**config.mk**
```make
export PLATFORM = sky130hd
export DESIGN_NAME = segrw_initiator
export DESIGN_NICKNAME = d
export VERILOG_FILES = /design/src/rtl/segrw_pkg.sv /design/src/rtl/segrw_resp_fifo.sv /design/src/rtl/segrw_initiator.sv
export SDC_FILE = /design/constraint.sdc
export NUM_CORES = 1
export LEC_CHECK = 0
export BUFFER_PORTS_ARGS = -buffer_cell sky130_fd_sc_hd__buf_2
export CORE_ASPECT_RATIO = 0.6
export CORE_UTILIZATION = 49
export CTS_CLUSTER_SIZE = 30
export DETAILED_ROUTE_END_ITERATION = 8
export PLACE_DENSITY = 0.74
export SLEW_MARGIN = 30
export SYNTH_ARGS = -nofsm -noshare
export SYNTH_HDL_FRONTEND = slang
export SYNTH_HIERARCHICAL = 1
export SYNTH_SLANG_ARGS = --single-unit
```
**constraint.sdc**
```tcl
create_clock -name clock -period 2.6 [get_ports clock]
set_input_delay 0 -clock clock [delete_from_list [all_inputs] [get_ports clock]]
set_output_delay 0 -clock clock [all_outputs]
set_load 0.01 [all_outputs]
```
**src/rtl/segrw_pkg.sv**
```systemverilog
// Shared definitions for the segment read/write initiator and responder.
// Holds the FSM encoding, request direction constants and default widths.
package segrw_pkg;

  typedef enum logic [1:0] {
    IDLE  = 2'd0,
    WRITE = 2'd1,
    READ  = 2'd2,
    DRAIN = 2'd3
  } segrw_state_t;

  localparam logic SEGRW_WR = 1'b1;
  localparam logic SEGRW_RD = 1'b0;

  localparam int SEGRW_NELEMS = 127;
  localparam int SEGRW_AWIDTH = 7;
  localparam int SEGRW_DWIDTH = 7;
  localparam int SEGRW_MAXOUT = 4;

  // Next address inside a segment of n words, wrapping at the top.
  function automatic int segrw_wrap_inc(input int a, input int n);
    return (a == n - 1) ? 0 : a + 1;
  endfunction

endpackage

```
**src/rtl/segrw_resp_fifo.sv**
```systemverilog
// Read-response FIFO: depth entries of width bits, synchronous reset, occupancy out.
// Push and pop may coincide at any fill level; the caller guarantees no overflow.
module segrw_resp_fifo #(
  parameter int depth = 4,
  parameter int width = 7,
  parameter int cw    = $clog2(depth + 1)
) (
  input  logic             clock,
  input  logic             reset,
  input  logic             i_push,
  input  logic [width-1:0] i_push_d,
  input  logic             i_pop,
  output logic [width-1:0] o_head_d,
  output logic [cw-1:0]    o_count
);
  localparam int PW = (depth > 1) ? $clog2(depth) : 1;

  logic [width-1:0] r_mem [depth];
  logic [PW-1:0]    r_wp;
  logic [PW-1:0]    r_rp;
  logic [cw-1:0]    r_cnt;

  // depth need not be a power of two, so pointers wrap explicitly.
  function automatic logic [PW-1:0] f_inc(input logic [PW-1:0] p);
    return (p == PW'(depth - 1)) ? '0 : p + PW'(1);
  endfunction

  always_ff @(posedge clock) begin
    if (i_push) r_mem[r_wp] <= i_push_d;
  end

  always_ff @(posedge clock) begin
    if (reset) begin
      r_wp  <= '0;
      r_rp  <= '0;
      r_cnt <= '0;
    end else begin
      if (i_push) r_wp <= f_inc(r_wp);
      if (i_pop)  r_rp <= f_inc(r_rp);
      r_cnt <= r_cnt + cw'(i_push) - cw'(i_pop);
    end
  end

  assign o_head_d = r_mem[r_rp];
  assign o_count  = r_cnt;

endmodule

```
**src/rtl/segrw_initiator.sv**
```systemverilog
// Converts block read/write commands into per-word segment requests.
// Optional SEGRW_INITIATOR_STATS_EN adds saturating wr_count/rd_count outputs.
module segrw_initiator
  import segrw_pkg::*;
#(
  parameter int nelems = SEGRW_NELEMS,
  parameter int awidth = SEGRW_AWIDTH,
  parameter int dwidth = SEGRW_DWIDTH,
  parameter int maxout = SEGRW_MAXOUT
) (
  input  logic              clock,
  input  logic              reset,
  input  logic              cmd_valid,
  output logic              cmd_ready,
  input  logic [awidth-1:0] cmd_base,
  input  logic [awidth:0]   cmd_len,
  input  logic              cmd_write,
  input  logic [dwidth-1:0] wdata_d,
  input  logic              wdata_valid,
  output logic              wdata_ready,
  output logic [awidth-1:0] addr_d,
  output logic [dwidth-1:0] dataW_d,
  output logic              write_d,
  output logic              req_valid,
  input  logic              req_ready,
  input  logic [dwidth-1:0] dataR_d,
  input  logic              dataR_valid,
  output logic [dwidth-1:0] rdata_d,
  output logic              rdata_valid,
  input  logic              rdata_ready,
  output logic              busy,
  output logic              done,
  output logic              proto_err
`ifdef SEGRW_INITIATOR_STATS_EN
  ,
  output logic [15:0]       wr_count,
  output logic [15:0]       rd_count
`endif
);
  localparam int CW = $clog2(maxout + 1);

  segrw_state_t      r_state, w_state_nxt;
  logic [awidth-1:0] r_addr;
  logic [awidth:0]   r_rem;
  logic [CW-1:0]     r_out;
  logic              r_done;
  logic              r_perr;
  logic [1:0]        r_mask;
  logic [CW-1:0]     w_cnt;
  logic [dwidth-1:0] w_head;
  logic              w_fin, w_cmd_fire, w_req_fire, w_rd_issue, w_push, w_pop, w_mask;

  assign w_mask     = (r_mask != 2'd0);
  assign w_cmd_fire = cmd_valid && cmd_ready;
  assign w_req_fire = req_valid && req_ready;
  assign w_rd_issue = w_req_fire && (r_state == READ);
  // Responses only count against a read we actually issued since reset.
  assign w_push     = dataR_valid && !w_mask && (r_out != '0);
  assign w_pop      = rdata_valid && rdata_ready;

  always_comb begin
    w_state_nxt = r_state;
    w_fin       = 1'b0;
    cmd_ready   = 1'b0;
    req_valid   = 1'b0;
    write_d     = SEGRW_RD;
    dataW_d     = '0;
    wdata_ready = 1'b0;
    case (r_state)
      IDLE: begin
        cmd_ready = !r_done;
        if (cmd_valid && !r_done) begin
          if (cmd_len == '0) w_fin = 1'b1;
          else w_state_nxt = cmd_write ? WRITE : READ;
        end
      end
      WRITE: begin
        req_valid   = wdata_valid;
        write_d     = SEGRW_WR;
        dataW_d     = wdata_d;
        wdata_ready = req_ready;
        if (w_req_fire && r_rem == (awidth+1)'(1)) begin
          w_state_nxt = IDLE;
          w_fin       = 1'b1;
        end
      end
      READ: begin
        // Credit: words in flight plus words buffered never exceed maxout.
        req_valid = (int'(r_out) + int'(w_cnt)) < maxout;
        if (w_req_fire && r_rem == (awidth+1)'(1)) w_state_nxt = DRAIN;
      end
      DRAIN: begin
        if (r_out == '0 && w_cnt == '0) begin
          w_state_nxt = IDLE;
          w_fin       = 1'b1;
        end
      end
      default: w_state_nxt = IDLE;
    endcase
  end

  always_ff @(posedge clock) begin
    if (reset) begin
      r_state <= IDLE;
      r_addr  <= '0;
      r_rem   <= '0;
      r_out   <= '0;
      r_done  <= 1'b0;
      r_perr  <= 1'b0;
      r_mask  <= 2'd2;
    end else begin
      r_state <= w_state_nxt;
      r_done  <= w_fin;
      if (w_mask) r_mask <= r_mask - 2'd1;
      if (w_cmd_fire) begin
        r_addr <= cmd_base;
        r_rem  <= cmd_len;
      end else if (w_req_fire) begin
        r_addr <= awidth'(segrw_wrap_inc(int'(r_addr), nelems));
        r_rem  <= r_rem - (awidth+1)'(1);
      end
      r_out <= r_out + CW'(w_rd_issue) - CW'(w_push);
      if (dataR_valid && !w_mask && r_out == '0) r_perr <= 1'b1;
    end
  end

  segrw_resp_fifo #(.depth(maxout), .width(dwidth), .cw(CW)) u_fifo (
    .clock    (clock),
    .reset    (reset),
    .i_push   (w_push),
    .i_push_d (dataR_d),
    .i_pop    (w_pop),
    .o_head_d (w_head),
    .o_count  (w_cnt)
  );

  assign addr_d      = r_addr;
  assign rdata_valid = (w_cnt != '0);
  assign rdata_d     = rdata_valid ? w_head : '0;
  assign busy        = (r_state != IDLE);
  assign done        = r_done;
  assign proto_err   = r_perr;

`ifdef SEGRW_INITIATOR_STATS_EN
  logic [15:0] r_wr_cnt, r_rd_cnt;
  always_ff @(posedge clock) begin
    if (reset) begin
      r_wr_cnt <= '0;
      r_rd_cnt <= '0;
    end else begin
      if (w_req_fire && r_state == WRITE && r_wr_cnt != 16'hFFFF) r_wr_cnt <= r_wr_cnt + 16'd1;
      if (w_push && r_rd_cnt != 16'hFFFF) r_rd_cnt <= r_rd_cnt + 16'd1;
    end
  end
  assign wr_count = r_wr_cnt;
  assign rd_count = r_rd_cnt;
`endif

endmodule

```
Word level (Yosys, flattened, before mapping)
Memory sizes are Yosys's and may differ from the RTL's. A register that Yosys moved wholly into a read port is not among the register bits.
Index checks and enable logic that the tools add are counted.

storage, ports and cells
  flip-flop bits (word level) = 31
  memory bits (writable) = 28
  bits of input ports = 37
  output and inout port bits = 29
  word-level logic and storage cells = 85
  memories = 1

cells by class
  $add $sub $neg = 10
  order comparisons = 1
  equality and inequality tests = 12
  multiplexer cells = 29
  reductions and logical operators = 22

memories
  memory        depth  width  rd ports  clocked after memory_dff  write ports  line                   RTL
  u_fifo.r_mem  4      7      1         1                         1            segrw_resp_fifo.sv:18  logic [width-1:0] r_mem [depth];

operator list
  kind                 count
  $mux 7               5
  $mux 2               10
  $mux 8               2
  $logic_and 1x1->1    10
  $mux 1               9
  $eq 2x2->1 const B   4
  $eq 8x1->1 const B   1
  $logic_not 8->1      1
  $ne 2x2->1 const B   4
  $pmux 2 s4           1
  $sub 8x1->8 const B  1
  $add 7x1->7 const B  1
  $eq 7x2->1 const B   1
  $add 3x1->3          2
  $logic_not 3->1      2
  $reduce_bool 2->1    3
  $reduce_bool 3->1    2
  $sub 3x1->3          2
  $reduce_and 5->1     1
  $add 2x1->2 const B  2
  $add 3x3->4          1
  $lt 4x3->1 const B   1
  $pmux 1 s3           1
  $eq 2x1->1 const B   1
  other kinds (5)      6

Depth between registers and ports, before layout
  depth after elaboration = 7
  gate-level depth with buffers = 13
  mapped depth without buffers = 12

By module
Netlist, hierarchy kept.

by module, submodules not included
  module           times used  cells an instance  area each (um2)  sequential area each (um2)
  segrw_initiator  1           202                1616.6           480.5
  segrw_resp_fifo  1           77                 1448.9           1021.0

Worst setup path before layout
No wires, ideal clock.

  path type = register to register
  from = reg r_out[2]
  to = reg r_out[2]
  library setup time = 0.128 ns
  arrival = 2.477 ns
  data required time = 2.472 ns
  slack = -0.005 ns
  stages on the path, launching flop included = 13
  buffers on the path = 1
  period minus slack after synthesis = 2.605 ns
  cells stage by stage = dfxtp_1 > ha_1 > nor4b_4 > a22oi_2 > buf_2 > nor2_1 > nand2_1 > ha_1 > inv_1 > ha_1 > fa_1 > xnor2_1 > nor2_1

on the way
  cells in the longest elaborated chain, start to end = 7
  elaborated cells between the ends (all ways) = 9
  those cells by class = add/sub (3); order compare (1); mux (1); reduce/logical (4)

RTL lines
  what                    line                    RTL
  start, declared         segrw_initiator.sv:45   logic [CW-1:0] r_out;
  start signal, assigned  segrw_initiator.sv:122  r_out <= r_out + CW'(w_rd_issue) - CW'(w_push);
  $add 3x3->4             segrw_initiator.sv:89   req_valid = (int'(r_out) + int'(w_cnt)) < maxout;
  $lt 4x3->1              segrw_initiator.sv:89
  $pmux 1 s2              segrw_initiator.sv:69   case (r_state)
  $logic_and 1x1->1       segrw_initiator.sv:55   assign w_req_fire = req_valid && req_ready;
  $logic_and 1x1->1       segrw_initiator.sv:56   assign w_rd_issue = w_req_fire && (r_state == READ);
  $add 3x1->3             segrw_initiator.sv:122
  $sub 3x1->3 (*)         segrw_initiator.sv:122

Every way passes the cells marked *; elsewhere a longest branch is shown, timed or not.
A chain may end at the register's enable or synchronous reset.

Worst setup path in the final report
  from = reg r_out[2]
  to = reg r_out[1]

The elaborated chain is that of the path after synthesis.

==> flow_summary.yaml <==
timing:
  layout_min_cycle_time_ns: 2.43
  worst_pin_slew_ns: 0.591
  finalHoldViolCount: 0
  setup_tns_ns: 0
  maxSlewViolCount: 0
  clock.fmax_mhz: 412
  grt_setup_unrepaired: "no"
  min_period_over_period_pct: 93.3
  hold_ws_ns: 0.0304
  relSlewSlack_pct: 60.6
  skew_ns: 0.00715
  setup_violations: 0
  setup_slack_ns: 0.173
worst_setup_path:
  reg2reg_from: "r_out[2]"
  reg2regPathDepth: 10
  worst-path-max-fanout: 3
  endpoint_kind: "register"
  cp_data_arrival_time_ns: 2.70
  crit_buf_inv: 1
  start_kind: "register"
  crit_cells: 10
  crit_top_cell: "ha_1"
  slowest_stage: "fa_2"
  worstPathRequired_ns: 2.87
  cpLargestDelayFamily: "adder cells"
  r2r_end: "r_out[1]"
  crit_type: "register to register"
  slowest_delay_ns: 0.52
  reg2reg_slack_ns: 0.17
  worstSetupEndpoint: "r_out[1]"
  crit_chain: "ha_1 -> nor4b_4 -> a22oi_2 -> nor2_2 -> nand2_1 -> ha_1 -> inv_1 -> ha_1 -> fa_2 -> nor2b_1"
  cp-startpoint: "r_out[2]"
place:
  place_congestion: 0.825
  dp_slack_ns: 0.174
  hpwl_um: 4590
  io_buffers: 65
logic_synthesis:
  synthAdderAreaFrac_pct: 9.47
  synth_xor_area_share_pct: 3.31
  syn_area_um2: 3070
  synth_compound_area_share_pct: 8.08
  synthSimpleGateAreaFrac_pct: 19.0
  synth_top_family_by_area: "simple AND/OR/NAND/NOR gates"
  ys_seq_elements: 61
  avgSynthCellArea_um2: 11.0
  yosysUniqueCellTypes: 42
  ys_seq_area_share_pct: 49.0
  synth.area.mux_share_pct: 6.82
  synth_warnings: 6
  synth_fp_nets: 338
  netlist_instances: 279
clock_network:
  clkTransAtPathRegs_ns: 0.07
  cts_tree: "yes"
  cts_root_buffer: "clkbuf_8"
  numCtsBuffers: 9
  ctsHtreeMaxLevel: 3
  cts.sinks: 61
  clk_path_buf_depth: 2
  clk_latency_ns: 0.34
global_routing:
  grt_max_degree: 30
  grt_pass1_vias: 2303
  grt_use_total_pct: 22.4
  grt_pass1_wl_um: 11200
  grt_antenna_before_repair: 0
  grt-ovfl-total: 0
die:
  ioPinCount: 66
  start_util_pct: 52.8
  die-height_um: 63.3
  die_w_um: 104
  rows: 21
  coreArea_um2: 5810
  die_area_um2: 6590
route:
  post_drt_wl_per_cell_um: 14.8
  detail_route.first_pass.iterations: 4
  avgViaCountPerCell: 5.30
  final_antenna_net_count: 0
  drt_iter0_drc: 171
  vias: 2450
  wl_um: 6850
  drcViolationCount: 0
run_status:
  status: "finished clean"
power_and_ir_drop:
  finalPower_mw: 3.64
  p_per_area_nw_per_um2: 913
  irDropWorstVdd_mv: 0.483
  p_leak_nw: 1.64
final_layout:
  syn_to_final_growth_pct: 29.9
  nets: 436
  drive_gt1_share_pct: 27.0
  num_antenna_cells: 0
run:
  maxCapViolations: 0
worst_hold_path:
  min_path_type: "input port to register"
[metal layers]
layer | vias up | wire (µm) | GRT usage [%]
met5 | - | 0 | 0
met4 | 0 | 192 | 12.0
met3 | 22 | 597 | 6.21
met2 | 114 | 2930 | 33.6
met1 | 1117 | 3130 | 29.6
li1 | 1197 | - | -
[cell families after synthesis]
family	after synthesis
compound gates	36
xor+xnor	10
fa+ha+maj	22
buf+inv	31
flops	61
mux	12
simple gates	107
[state kept, by name (all words and copies together), names as in the netlist, 2 cells and up, named ones only]
name            cells
addr_d              7
r_mask              2
r_out               3
r_rem               8
r_state             2
u_fifo/o_count      3
u_fifo/r_mem       28
u_fifo/r_rp         2
u_fifo/r_wp         2
[worst reg2reg max path, delay by kind of cell (launching register included)]
family                     cells  cell delay, ns
AOI/OAI and AO/OA              1            0.10
adders and majority gates      4            1.30
and+or+nand+nor                4            0.59
DFF                            1            0.33
buffers and inverters          1            0.04
[final cells by class]
class                      count  area [µm²]
tap                           80         100
multi-input combinational    187        1440
clock buffer                   9         124
timing repair buffer          98         631
clock inverter                 7         114
inverter                      20        75.1
sequential                    61        1500
fill                         428        1820
[through the flow]
step | utilization (%) | area [µm²] | instances
floorplan | - | 3070 | 279
global placement | 60.5 | 3510 | 423
detailed placement | 60.5 | 3510 | 423
CTS | 68.5 | 3980 | 462
global route | 68.6 | 3980 | 462
finish | 68.6 | 3980 | 462
[worst min path at each step]
stage | start | endpoint | slack, ns | depth (start not counted)
after CTS | cmd_base[6] | addr_d[6] | 0.01 | 3
after floorplan | reset | u_fifo/o_count[1] | 0.07 | 1
after detailed placement | dataR_d[4] | u_fifo/r_mem[0][4] | 0.22 | 1
final | cmd_base[6] | addr_d[6] | 0.03 | 3
after global routing | cmd_base[6] | addr_d[6] | 0.03 | 3
after global placement | dataR_d[4] | u_fifo/r_mem[0][4] | 0.22 | 1
[where the power goes]
part	switching, mW	total [mW]	leakage, nW	internal, mW
Combinational	0.703	1.34	1.01	0.634
Clock	0.372	1.00	0.113	0.631
Sequential	0.155	1.30	0.523	1.14
Total	1.23	3.64	1.64	2.41
[Yosys cell counts]
cell / number / area [µm²]
fa_1: 2 / 40.0
edfxtp_1: 28 / 841
a22oi_2: 1 / 12.5
nor4b_4: 1 / 23.8
nor3_1: 6 / 30.0
nand2_1: 16 / 60.1
nor2b_1: 14 / 87.6
buf_6: 2 / 22.5
and3_1: 2 / 12.5
dfxtp_1: 33 / 661
a21oi_1: 5 / 25.0
ha_1: 20 / 250
nand2b_1: 4 / 25.0
and4_1: 2 / 17.5
o21ai_0: 8 / 40.0
a32o_1: 1 / 10.0
and2_1: 12 / 75.1
or3_1: 5 / 31.3
mux4_2: 7 / 158
nor4_1: 7 / 43.8
buf_2: 1 / 5.00
o31ai_1: 1 / 7.51
or4_1: 2 / 15.0
mux2i_1: 4 / 40.0
xor2_1: 1 / 8.76
xnor3_1: 1 / 22.5
clkbuf_1: 7 / 26.3
a211oi_1: 8 / 60.1
nor2_1: 27 / 101
a21o_1: 1 / 7.51
nand4b_1: 1 / 8.76
xnor2_1: 8 / 70.1
nand3_1: 4 / 20.0
or3b_1: 2 / 17.5
a31oi_1: 3 / 18.8
a311oi_1: 5 / 43.8
nand3b_1: 1 / 7.51
buf_1: 1 / 3.75
inv_1: 20 / 75.1
o211ai_1: 3 / 22.5
mux2_2: 1 / 11.3
or2_1: 1 / 6.26
[placed cells by master, fill, tap and decap left out, types with 2 or more instances in the layout]
master         instances
a211oi_1               8
a21oi_1                5
a311oi_1               5
a31oi_1                3
and2_1                12
and3_1                 2
and4_1                 2
buf_2                 65
buf_4                 10
bufinv_16              3
clkbuf_8               9
clkinvlp_4             2
dfxtp_1               32
dlygate4sd3_1         23
edfxtp_1              28
ha_1                  20
inv_1                 20
mux2i_1                4
mux4_2                 7
nand2_1               16
nand2b_1               4
nand3_1                4
nor2_1                26
nor2b_1               14
nor3_1                 6
nor4_1                 7
o211ai_1               3
o21ai_0                8
or3_1                  5
or3b_1                 2
or4_1                  2
xnor2_1                8
[what timing repair did]
| action | CTS | global route |
|---|---|---|
| hold buffers | 23 | 0 |
| setup buffers | 0 | 0 |
| gates resized for setup | 0 | 2 |
| endpoints found under the hold margin | 44 | 0 |
| setup endpoints to repair | 0 | 1 |
No activity file was read; power rests on OpenSTA's default activity.
